==> config.mk <==
export PLATFORM = sky130hd
export DESIGN_NAME = if_fetch_unit
export DESIGN_NICKNAME = d
export VERILOG_FILES = /design/src/rtl/if_fetch_unit_pkg.sv /design/src/rtl/if_fetch_fifo.sv /design/src/rtl/if_fetch_unit.sv
export SDC_FILE = /design/constraint.sdc
export NUM_CORES = 1
export LEC_CHECK = 0
export ABC_AREA = 1
export CORE_ASPECT_RATIO = 1.25
export CORE_MARGIN = 10
export CORE_UTILIZATION = 45
export DETAILED_ROUTE_END_ITERATION = 8
export DONT_BUFFER_PORTS = 1
export PLACE_DENSITY = 0.66
export SKIP_CTS_REPAIR_TIMING = 1
export SYNTH_ARGS = -nofsm -noshare
export SYNTH_HDL_FRONTEND = slang
export SYNTH_SLANG_ARGS = --single-unit
==> constraint.sdc <==
create_clock -name clk -period 6 [get_ports clk]
set_clock_uncertainty 0.15 [all_clocks]
set_input_delay 1.5 -clock clk [delete_from_list [all_inputs] [get_ports clk]]
set_output_delay 1.5 -clock clk [all_outputs]
set_load 0.05 [all_outputs]
==> src/rtl/if_fetch_unit_pkg.sv <==
// if_fetch_unit_pkg: shared constants and FSM encoding for the instruction-fetch stage
package if_fetch_unit_pkg;
  localparam int INTERNAL_BITS = 32;
  localparam int ENTRY_BITS = 2 * INTERNAL_BITS;
  localparam logic [INTERNAL_BITS-1:0] NOP = 32'h00000013;
  typedef enum logic {IDLE = 1'b0, BUSY = 1'b1} fetch_state_t;
endpackage

==> src/rtl/if_fetch_fifo.sv <==
// if_fetch_fifo: small circular buffer of {pc, inst} fetch entries
//   push/pop/flush controls; count, empty and head (oldest entry) outputs.
//   flush empties the buffer and wins over a same-cycle push or pop.
module if_fetch_fifo #(
  parameter int DEPTH = 2,
  parameter int W = 64,
  localparam int AW = $clog2(DEPTH),
  localparam int CW = AW + 1
) (
  input  logic          clk,
  input  logic          rst,
  input  logic          push,
  input  logic          pop,
  input  logic          flush,
  input  logic [W-1:0]  din,
  output logic [CW-1:0] count,
  output logic          empty,
  output logic [W-1:0]  head
);
  logic [W-1:0] mem [DEPTH];
  logic [AW-1:0] rd, wr;
  always_ff @(posedge clk or posedge rst)
    if (rst) begin
      rd <= '0;
      wr <= '0;
      count <= '0;
    end else if (flush) begin
      rd <= '0;
      wr <= '0;
      count <= '0;
    end else begin
      rd <= pop ? rd + 1'b1 : rd;
      wr <= push ? wr + 1'b1 : wr;
      count <= count + CW'(push) - CW'(pop);
    end
  always_ff @(posedge clk)
    if (push && !flush) mem[wr] <= din;
  assign empty = count == '0;
  assign head = mem[rd];
endmodule

==> src/rtl/if_fetch_unit.sv <==
// if_fetch_unit: IF stage owning the PC, fetching over req/ack into a buffer feeding IF/ID
//   in : clk, rst (async, active-high), stall, redirect_valid/redirect_pc, imem_ack/imem_rdata
//   out: imem_req/imem_addr, Instruction_out/PC_out/inst_valid (NOP / 0 when nothing buffered)
module if_fetch_unit import if_fetch_unit_pkg::*; #(
  parameter logic [31:0] RESET_PC = 32'h0,
  parameter int FIFO_DEPTH = 2
) (
  input  logic        clk,
  input  logic        rst,
  input  logic        stall,
  input  logic        redirect_valid,
  input  logic [31:0] redirect_pc,
  output logic        imem_req,
  output logic [31:0] imem_addr,
  input  logic        imem_ack,
  input  logic [31:0] imem_rdata,
  output logic [31:0] Instruction_out,
  output logic [31:0] PC_out,
  output logic        inst_valid
);
  localparam int CW = $clog2(FIFO_DEPTH) + 1;
  localparam logic [CW-1:0] DEPTH_C = CW'(FIFO_DEPTH);
  fetch_state_t state, state_n;
  logic [31:0] fetch_pc, addr_q;
  logic kill, ack, push, pop, issue;
  logic [CW-1:0] count, count_nx;
  logic empty;
  logic [ENTRY_BITS-1:0] head;
  assign ack = state == BUSY && imem_ack;
  // A word acked under a pending or same-cycle redirect belongs to the abandoned path.
  assign push = ack && !kill && !redirect_valid;
  assign pop = !empty && !stall && !redirect_valid;
  assign count_nx = count + CW'(push) - CW'(pop);
  // Credit includes the outstanding request, so a completing push can never overflow.
  always_comb begin
    state_n = state;
    if (state == IDLE)
      state_n = count < DEPTH_C && !redirect_valid ? BUSY : IDLE;
    else if (imem_ack)
      state_n = count_nx < DEPTH_C && !redirect_valid ? BUSY : IDLE;
  end
  assign issue = state_n == BUSY && (state == IDLE || ack);
  always_ff @(posedge clk or posedge rst)
    if (rst) begin
      state <= IDLE;
      fetch_pc <= RESET_PC;
      addr_q <= '0;
      kill <= 1'b0;
    end else begin
      state <= state_n;
      fetch_pc <= redirect_valid ? redirect_pc : issue ? fetch_pc + 32'd4 : fetch_pc;
      kill <= redirect_valid && state == BUSY && !imem_ack ? 1'b1 : ack ? 1'b0 : kill;
      addr_q <= issue ? fetch_pc : addr_q;
    end
  if_fetch_fifo #(.DEPTH(FIFO_DEPTH), .W(ENTRY_BITS)) u_fifo (
    .clk(clk),
    .rst(rst),
    .push(push),
    .pop(pop),
    .flush(redirect_valid),
    .din({addr_q, imem_rdata}),
    .count(count),
    .empty(empty),
    .head(head)
  );
  assign imem_req = state == BUSY;
  assign imem_addr = imem_req ? addr_q : 32'h0;
  assign inst_valid = !empty;
  assign Instruction_out = inst_valid ? head[31:0] : NOP;
  assign PC_out = inst_valid ? head[63:32] : 32'h0;
endmodule

Yosys cells after proc, flatten, opt, wreduce, memory -nomap -nowiden

Memory sizes are Yosys's and may differ from the RTL's.
Index checks and enable logic that the tools add are counted.
Widths: inputs -> output; s select.

Add/sub/neg operators: 5
Order comparisons: 2
Muxes and demuxes: 18
Bitwise logic cells: 1
Reductions and logical operators: 22

Operators by type and width:

| operator              | count |
|---|---|
| $mux 32               | 5 |
| $add 32x3->32 const B | 1 |
| $mux 1                | 12 |
| $logic_and 1x1->1     | 11 |
| $reduce_bool 2->1     | 4 |
| $logic_not 1->1       | 5 |
| $lt 2x2->1 const B    | 2 |
| $add 1x1->1 const B   | 2 |
| $add 2x1->2           | 1 |
| $logic_not 2->1       | 1 |
| $mux 2                | 1 |
| $sub 2x1->2           | 1 |
| $logic_or 1x1->1      | 1 |
| $not 1->1             | 1 |

Bits in registers: 70
Bits in writable memories: 128
Input bits: 69
Output and inout port bits: 98
Logic and storage cells: 56
Memories kept: 1

Memory list:

| name       | words | width | rd ports | clocked after memory_dff | write ports | line                | source |
|---|---|---|---|---|---|---|---|
| u_fifo.mem | 2     | 64    | 1        | 0                        | 1           | if_fetch_fifo.sv:20 | `logic [W-1:0] mem [DEPTH];` |

Depth between registers and ports, before layout

Gate-level depths: netlist (run 1).

Depth in word-level cells: 13
Depth in mapped cells: 16
Depth with buffers taken out: 15

Modules after synthesis

From an unflattened synthesis (run 1), not the netlist that was laid out.

Cell total of the unflattened synthesis: 1001
Area, all modules: 9613.0 µm²

Modules (own cells, without submodules):

| module        | times used | cells each | area each (µm²) | seq. area each (µm²) |
|---|---|---|---|---|
| if_fetch_fifo | 1          | 228        | 4993.5          | 3943.8 |
| if_fetch_unit | 1          | 773        | 4619.4          | 1651.6 |

Worst setup path before layout (run 1)

OpenSTA, ideal clock, no wires.

Kind: input to register
Start point: in redirect_valid
End point: mem u_fifo.mem[0][0] (enable)
Setup time: 0.487 ns
Arrival time: 4.732 ns
Required time: 5.363 ns
Setup slack: 0.632 ns
Stages on the path: 5
Path buffers: 2
Cell sequence: clkbuf_1 > clkbuf_1 > nor2_1 > inv_1 > nor2_1

Cells in the longest elaborated chain, start to end: 5

RTL lines:

| item                             | line                                     | source |
|---|---|---|
| start, declared                  | if_fetch_unit.sv:11                      | `input logic redirect_valid,` |
| $logic_not 1->1 (*)              | if_fetch_fifo.sv:37, if_fetch_unit.sv:31 |  |
| $logic_and 1x1->1                | if_fetch_unit.sv:31                      | `assign push = ack && !kill && !redirect_valid;` |
| $logic_and 1x1->1 (*)            | if_fetch_fifo.sv:37                      | `if (push && !flush) mem[wr] <= din;` |
| $mux 1 (*)                       | if_fetch_fifo.sv:37                      |  |
| $mux 1 (not written as such) (*) | if_fetch_fifo.sv:37                      |  |
| end, declared                    | if_fetch_fifo.sv:20                      |  |

Every way passes the cells marked *; elsewhere a longest branch is shown, timed or not.

Final worst setup path (run 1)

Start point: reg u_fifo.rd
End point: out PC_out[0]

Cells in the longest elaborated chain, start to end: 2

RTL lines:

| item                   | line                | source |
|---|---|---|
| start, declared        | if_fetch_fifo.sv:21 | `logic [AW-1:0] rd, wr;` |
| start signal, assigned | if_fetch_fifo.sv:32 | `rd <= pop ? rd + 1'b1 : rd;` |
| $mem_v2 2x64           | n/a                 |  |
| $mux 32                | if_fetch_unit.sv:70 | `assign PC_out = inst_valid ? head[63:32] : 32'h0;` |
| end, declared          | if_fetch_unit.sv:18 | `output logic [31:0] PC_out,` |

Every way passes these cells.

==> results of run 1 <==
## logic make-up after synthesis
logic type               after synthesis
XOR/XNOR                               8
flip-flops                           198
adder cells (fa/ha/maj)                3
AO/OA/AOI/OAI                        101
AND/OR/NAND/NOR                      525
buffers and inverters                139
## path summary, 6_finish.rpt
check,from,endpoint,slack [ns],depth (start not counted)
setup reg to reg,u_fifo.count[1],fetch_pc[21],1.67,16
hold reg to reg,addr_q[26],u_fifo.mem[0][58],0.35,0
max in group asynchronous,rst,imem_req,3.75,2
setup / recovery,u_fifo.rd,PC_out[0],1.57,4
hold / removal,addr_q[26],u_fifo.mem[0][58],0.35,0
min in group asynchronous,rst,fetch_pc[7],1.01,1
## layout by cell type, fill, tap and decap left out, drive strengths merged, types with 11 or more instances in the layout
| master | n |
|---|---|
| a21oi | 64 |
| buf | 11 |
| clkbuf | 17 |
| dfrtp | 70 |
| edfxtp | 128 |
| inv | 103 |
| nand2 | 387 |
| nand3 | 83 |
| nor2 | 55 |
| o21ai | 36 |
## power by group
part	internal [mW]	leakage [nW]	switching (mW)
clock network	0.566	0.291	0.564
registers	1.74	2.02	0.239
logic	0.225	1.89	1.16
total	2.53	4.20	1.96
## stage by stage
step | worst slack, ns | hold slack [ns] | utilization [%] | area, sq um
5_1_grt | 1.27 | 0.367 | 50.1 | 9720
6_report | 1.57 | 0.346 | 50.1 | 9720
3_3_place_gp | 1.70 | 0.331 | 47.0 | 9120
4_1_cts | 1.51 | 0.353 | 50.1 | 9720
3_5_place_dp | 1.65 | 0.331 | 47.0 | 9120
2_1_floorplan | 0.632 | 0.308 | - | 8880
## area by class of cell
cell class	count	area, sq um
inverter	94	353
timing repair buffer	11	82.6
tap	265	332
fill	1831	9680
multi-input combinational	637	2750
sequential	198	5600
clock buffer	17	425
clock inverter	15	175
## routing by layer
| layer | up-vias | part of all wire [%] |
|---|---|---|
| li1 | 3106 | - |
| met1 | 2939 | 42 |
| met2 | 202 | 49 |
| met3 | 32 | 6.4 |
| met4 | 0 | 2.4 |
| met5 | - | 0 |
## worst max-delay path: stages (launching register included)
cell and delay, ns:
dfrtp_2 0.41, inv_2 0.58, buf_4 0.39, nand2_1 0.09, a21oi_1 0.86
## sequential cells by signal, indices dropped and copies added, names as in the netlist
signal        count
kill              1
imem_req          1
u_fifo.count      2
u_fifo.wr         1
addr_q           32
fetch_pc         32
u_fifo.rd         1
u_fifo.mem      128
==> reports/results.ini, run 1 <==
[routing]
avgViaCountPerCell = 5.08
ant_nets = 0
routedWlPerCell_um = 18.0
vias = 6279
drt-total-wl_um = 22200
first_iter_violations = 387
drcViolationCount = 0
drt_pass1_iterations = 5

[clock_tree]
clock-root-buffer = clkbuf_16
clock_sinks = 198
tritoncts = yes
insertion_delay_ns = 0.44
h-tree-depth = 4
numCtsBuffers = 17
clock_path_buffers = 2
clk_pin_slew_worst_paths_ns = 0.07

[logic_synthesis]
yosysTopAreaCell = edfxtp_1
synthCells = 974
yosysTopAreaCellShare_pct = 43.3
synth_fp_nets = 1046
synthMuxAreaShare_pct = 0
syn-cell-area_sq_um = 8880
synth-seq-area-share_pct = 63.0
ys_async_sr_fraction_pct = 35.4
yosys_warnings = 0
synth_edf_count = 128
yosys_most_used_dff = edfxtp_1
synth-compound-area-share_pct = 5.83
synth_common_cells = nand2_1 (386), edfxtp_1 (128), inv_1 (92)
synth_adder_area_share_pct = 0.423
synth_most_common_cell = nand2_1
ys_ff_latch = 198
synthSimpleGateAreaFrac_pct = 23.7
synth_top_family_by_area = simple AND/OR/NAND/NOR gates
syn_avg_cell_area_sq_um = 9.12
synthTopCellsByArea = edfxtp_1 (43%), dfrtp_1 (20%), nand2_1 (16%)
ys_types = 23
synth_xor_xnor_area_share_pct = 0.789

[global_route]
grt_util_met3_pct = 4.78
first_global_vias = 6001
gr-total-overflow = 0
antenna_found_initial = 0
grtUsageMet2_pct = 28.1
met1_usage_pct = 21.4
busiest_layer = met2
groute.usage.overall_pct = 17.3
grt_max_degree = 90
grt_pass1_wl_um = 34600

[cells_and_area]
areaGrowthSynthToFinish_pct = 9.44
fin_nets = 1031
drive_gt1_share_pct = 6.38
antenna_cells = 0
layout.cells.non_filler = 1237

[power]
total_power_mw = 4.49
p_leak_nw = 4.20
worst_ir_drop_vdd_uv = 218
power_per_cell_area_nw_per_um2 = 463

[sta]
tns_ns = 0
fin_crit_ns = 4.43
rsz0062_at_grt = no
max_slew_margin_pct = 20.2
slew_violations = 0
worstMarginPinSlew_ns = 1.20
fmax_mhz = 226
finalHoldViolCount = 0
period_share_pct = 73.9
setup_viol = 0

[floorplan]
die_h_um = 177
fp-row-count = 57
ioPinCount = 167
coreArea_sq_um = 19400
initial_core_util_pct = 45.8
die_area_sq_um = 25800
die_x_um = 146

[min_path]
hold_class = flip-flop to flip-flop

[place]
dp_hpwl_um = 15500
numPortBuffers = 0
gp_congestion = 0.951
dpl.cell_count = 1205

[critical_path]
start_kind = flip-flop
path_max_fanout = 44
crit_type = flip-flop to output port
required_ns = 4.35
critPathArrivalTime_ns = 2.78
endpoint_kind = output port

[outcome]
status = finished, final reports clean

[job]
maxCapViolCount = 0

No activity file was read; power rests on OpenSTA's default activity.
==> inputs of run 2 (changes only) <==
clock period = 4.2 ns   (was 6 ns; I/O delays follow)
==> reports/results.ini, run 2 (synthesized netlist as in run 1, its figures left out) <==
[outcome]
status = finished, final reports clean  ; unchanged

[sta]
period_share_pct = 78.2
finalHoldViolCount = 0  ; unchanged
tns_ns = 0  ; unchanged
rsz0062_at_grt = no  ; unchanged
worstMarginPinSlew_ns = 0.936  ; was 1.20 ns
fin_crit_ns = 3.28
max_slew_margin_pct = 37.6  ; was 20.2%
fmax_mhz = 305
fin_ws_ns = 0.916  ; was 1.57 ns
setup_viol = 0  ; unchanged
slew_violations = 0  ; unchanged

[clock_tree]
h-tree-depth = 4  ; unchanged
clk_pin_slew_worst_paths_ns = 0.08  ; was 0.07 ns
numCtsBuffers = 17  ; unchanged
tritoncts = yes  ; unchanged
clock_path_buffers = 2  ; unchanged
insertion_delay_ns = 0.44  ; about the same
clock-root-buffer = clkbuf_16  ; unchanged
clock_sinks = 198  ; unchanged

[cells_and_area]
largest_reg_flops = 128  ; unchanged
areaGrowthSynthToFinish_pct = 14.8  ; was 9.44%
antenna_cells = 0  ; unchanged
fin_nets = 1094  ; was 1031
final_common_cell = nand2_1  ; unchanged
max_flop_register = u_fifo.mem  ; unchanged
final_cell_mix = nand2_1 (386), edfxtp_1 (128), inv_1 (90)  ; unchanged
drive_gt1_share_pct = 12.0  ; was 6.38%
largest_registers = u_fifo.mem (128), addr_q (32), fetch_pc (32)  ; unchanged

[critical_path]
max_stage_delay_ns = 0.45  ; was 0.86 ns
r2r_start = imem_req  ; was u_fifo.count[1]
r2r_end = fetch_pc[11]  ; was fetch_pc[21]
critPathArrivalTime_ns = 2.08  ; was 2.78 ns
slowest_stage = inv_2  ; was a21oi_1
start_kind = flip-flop  ; unchanged
critPathLaunch = u_fifo.rd  ; unchanged
cp-endpoint = PC_out[31]  ; was PC_out[0]
crit_type = flip-flop to output port  ; unchanged
worstRegToRegCells = 13  ; was 16
required_ns = 3.00  ; was 4.35 ns
path_max_fanout = 35  ; was 44
crit_chain = inv_2 -> buf_12 -> nand2_1 -> a21oi_1 -> buf_4  ; was inv_2 -> buf_4 -> nand2_1 -> a21oi_1
worst-r2r-setup-slack_ns = 1.27  ; was 1.67 ns
endpoint_kind = output port  ; unchanged

[min_path]
hold_class = flip-flop to flip-flop  ; unchanged
min_from = addr_q[1]  ; was addr_q[26]

[global_route]
first_global_vias = 6290  ; was 6001
groute.usage.overall_pct = 17.1  ; was 17.3%
gr-total-overflow = 0  ; unchanged
grt_pass1_wl_um = 34800  ; was 34600 um
antenna_found_initial = 0  ; unchanged
grt_max_degree = 71  ; was 90

[power]
total_power_mw = 6.54  ; was 4.49 mW
pwr-share-seq_pct = 43.4  ; was 44.1%
power_per_cell_area_nw_per_um2 = 641  ; was 463 nW/um^2
clkPwrFrac_pct = 24.2  ; was 25.1%
p_leak_nw = 4.54  ; was 4.20 nW
p_switching_mw = 2.79  ; was 1.96 mW
power_frac_comb_pct = 32.5  ; was 30.8%
worst_ir_drop_vdd_uv = 273  ; was 218 uV
intPower_mw = 3.74  ; was 2.53 mW
p_sw_share_pct = 42.7  ; was 43.6%

[floorplan]
fp-row-count = 57  ; unchanged
ioPinCount = 167  ; unchanged
die_x_um = 146  ; unchanged
die_h_um = 177  ; unchanged
coreArea_sq_um = 19400  ; unchanged
die_area_sq_um = 25800  ; unchanged
initial_core_util_pct = 45.8  ; unchanged

[routing]
routedWlPerCell_um = 17.1  ; was 18.0 um
first_iter_violations = 427  ; was 387
drt-total-wl_um = 22300  ; was 22200 um
vias = 6488  ; was 6279
drcViolationCount = 0  ; unchanged
avgViaCountPerCell = 4.99  ; was 5.08
ant_nets = 0  ; unchanged
drt_pass1_iterations = 5  ; unchanged

[place]
dp_hpwl_um = 15800  ; was 15500 um
numPortBuffers = 0  ; unchanged
place_ws_ns = 1.14  ; was 1.65 ns
gp_congestion = 0.861  ; was 0.951

[job]
maxCapViolCount = 0  ; unchanged

-- run 2: changes by cell type in the layout (fill, tap and decap cells not counted) --
cell,change
clkinvlp_4,-1
buf_4,+61
inv_8,-1
clkinv_8,-2
buf_12,+2
clkinv_4,+2
inv_6,+1
clkinv_1,+1
-- run 2: power groups by stage --
stage          sequential (mW)  combinational [mW]  clock [mW]
6_report                  2.83                2.12        1.58
5_1_grt                   2.89                2.30        1.69
4_1_cts                   2.83                2.15        1.61
3_5_place_dp              2.87                2.14           0
3_3_place_gp              2.86                2.13           0
2_1_floorplan             2.74                1.72           0
-- run 2: layout make-up --
cell class	count	area, sq um
Fill cell	1813	9200
Inverter	94	353
Tap cell	265	332
Timing Repair Buffer	74	581
Clock inverter	15	154
Clock buffer	17	425
Multi-Input combinational cell	637	2750
Sequential cell	198	5600
-- run 2: critical path: cells and delay by family, from the launching register on --
family                 cells  cell delay, ns
AO/OA/AOI/OAI              1            0.20
flip-flops                 1            0.41
AND/OR/NAND/NOR            1            0.07
buffers and inverters      3            0.97
-- run 2: per-layer routing --
layer | GRT usage, % | wire length, um
met1 | 20.6 | 9180
met5 | 0 | 0
met2 | 29.3 | 11300
met3 | 5.12 | 1580
met4 | 4.39 | 225
-- run 2: metrics by stage --
step	cell area (sq um)	std cells	utilization (%)	hold WS (ns)
CTS	10200	1300	52.6	0.354
finish	10200	1300	52.6	0.352
detailed placement	9620	1268	49.6	0.335
global route	10200	1300	52.6	0.365
floorplan	8880	974	-	0.314
global placement	9620	1268	49.6	0.330
-- run 2: how the worst min path moves through the flow --
stage,end,slack [ns],cells past startpoint
floorplan,u_fifo.mem[0][46],0.31,0
global placement,u_fifo.mem[0][32],0.33,0
detailed placement,kill,0.33,2
CTS,u_fifo.mem[1][32],0.35,0
global route,u_fifo.mem[0][33],0.36,0
finish,u_fifo.mem[0][33],0.35,0
==> inputs of run 3 (changes only) <==
PLACE_DENSITY = 0.68   (was 0.66)
clock period = 2.65 ns   (was 4.2 ns; I/O delays follow)
==> reports/results.ini, run 3 (synthesized netlist as in run 1, its figures left out) <==
[power]
worst_ir_drop_vdd_uv = 520  ; was 273 uV
power_per_cell_area_nw_per_um2 = 1010  ; was 641 nW/um^2
p_leak_nw = 4.65  ; was 4.54 nW
total_power_mw = 10.6  ; was 6.54 mW

[sta]
finalHoldViolCount = 0  ; unchanged
fmax_mhz = 391
period_share_pct = 96.5
rsz0062_at_grt = no  ; unchanged
max_slew_margin_pct = 67.7  ; was 37.6%
fin_crit_ns = 2.56
slew_violations = 0  ; unchanged
setup_viol = 0  ; unchanged
tns_ns = 0  ; unchanged
worstMarginPinSlew_ns = 0.484  ; was 0.936 ns

[critical_path]
path_max_fanout = 22  ; was 35
endpoint_kind = output port  ; unchanged
worstRegToRegCells = 13  ; unchanged
start_kind = flip-flop  ; unchanged
crit_type = flip-flop to output port  ; unchanged
critPathArrivalTime_ns = 1.74  ; was 2.08 ns
required_ns = 1.84  ; was 3.00 ns

[floorplan]
fp-row-count = 57  ; unchanged
die_x_um = 146  ; unchanged
coreArea_sq_um = 19400  ; unchanged
die_area_sq_um = 25800  ; unchanged
ioPinCount = 167  ; unchanged
die_h_um = 177  ; unchanged
initial_core_util_pct = 45.8  ; unchanged

[outcome]
status = finished, final reports clean  ; unchanged

[cells_and_area]
final_common_cell = nand2_1  ; unchanged
stdcell_area_sq_um = 10500  ; was 10200 sq um
antenna_cells = 0  ; unchanged
max_flop_register = u_fifo.mem  ; unchanged
layout.cells.non_filler = 1311  ; was 1300
fin_nets = 1105  ; was 1094
final_core_util_pct = 54.0  ; was 52.6%
areaGrowthSynthToFinish_pct = 18.1  ; was 14.8%
final_cell_mix = nand2_1 (385), edfxtp_1 (128), inv_1 (89)  ; was nand2_1 (386), edfxtp_1 (128), inv_1 (90)
largest_reg_flops = 128  ; unchanged
largest_registers = u_fifo.mem (128), addr_q (32), fetch_pc (32)  ; unchanged
drive_gt1_share_pct = 13.7  ; was 12.0%

[place]
dpl.cell_count = 1276  ; was 1268
numPortBuffers = 0  ; unchanged
gp_congestion = 0.902  ; was 0.861
place_area_sq_um = 9790  ; was 9620 sq um
dp_hpwl_um = 15400  ; was 15800 um

[routing]
drcViolationCount = 0  ; unchanged
ant_nets = 0  ; unchanged
drt_pass1_iterations = 5  ; unchanged
vias = 6590  ; was 6488
avgViaCountPerCell = 5.03  ; was 4.99
routedWlPerCell_um = 17.2  ; was 17.1 um
drt-total-wl_um = 22600  ; was 22300 um
first_iter_violations = 366  ; was 427

[job]
maxCapViolCount = 0  ; unchanged

[global_route]
grt_pass1_wl_um = 35200  ; was 34800 um
grt_max_degree = 71  ; unchanged
antenna_found_initial = 0  ; unchanged
gr-total-overflow = 0  ; unchanged
groute.usage.overall_pct = 17.2  ; was 17.1%
first_global_vias = 6402  ; was 6290

[clock_tree]
clk_pin_slew_worst_paths_ns = 0.07  ; was 0.08 ns
numCtsBuffers = 17  ; unchanged
insertion_delay_ns = 0.43  ; was 0.44 ns
clock-root-buffer = clkbuf_16  ; unchanged
clock_path_buffers = 2  ; unchanged
clock_sinks = 198  ; unchanged
h-tree-depth = 4  ; unchanged
tritoncts = yes  ; unchanged

[min_path]
hold_class = primary input to async pin  ; was flip-flop to flip-flop

==> run 3: final cells by class <==
type,instances,area (sq um)
clock buffers,17,425
clock inverters,15,168
fillers,1765,8920
inverters,94,359
multi-input cells,637,2780
flip-flops and latches,198,5600
well taps,265,332
repair buffers,85,820
==> run 3: path summary, 6_finish.rpt <==
kind | from | to | slack [ns]
min reg2reg | kill | kill | 0.35
min in group clk | redirect_valid | u_fifo.count[0] | 0.15
max reg2reg | u_fifo.count[1] | addr_q[29] | 0.25
min | rst | addr_q[8] | 0.04
max in group asynchronous | rst | imem_req | 1.96
max | u_fifo.rd | PC_out[24] | 0.09
==> run 3: layer usage <==
layer	global-route usage (%)	vias up	routed length, um
met2	29.6	195	11500
met4	5.86	0	457
li1	-	3255	-
met3	4.63	28	1490
met1	20.4	3112	9170
met5	0	-	0
==> run 3: where the power goes <==
part	switching (mW)	leakage, nW	internal (mW)
logic	2.72	2.35	0.857
clock network	1.17	0.286	1.42
registers	0.527	2.02	3.95
==> run 3: stage by stage <==
step / hold WS (ns) / worst slack [ns]
2_1_floorplan: 0.314 / 0.0108
3_3_place_gp: 0.335 / 0.179
3_5_place_dp: 0.332 / 0.160
4_1_cts: 0.0529 / -0.0110
5_1_grt: 0.0611 / 0.00550
6_report: 0.0433 / 0.0935
==> run 3: worst max-delay path, stage by stage, from the launching register on <==
cell and delay [ns]:
dfrtp_2 0.47, inv_4 0.15, buf_12 0.18, nand2_1 0.07, a21oi_1 0.20, buf_4 0.24
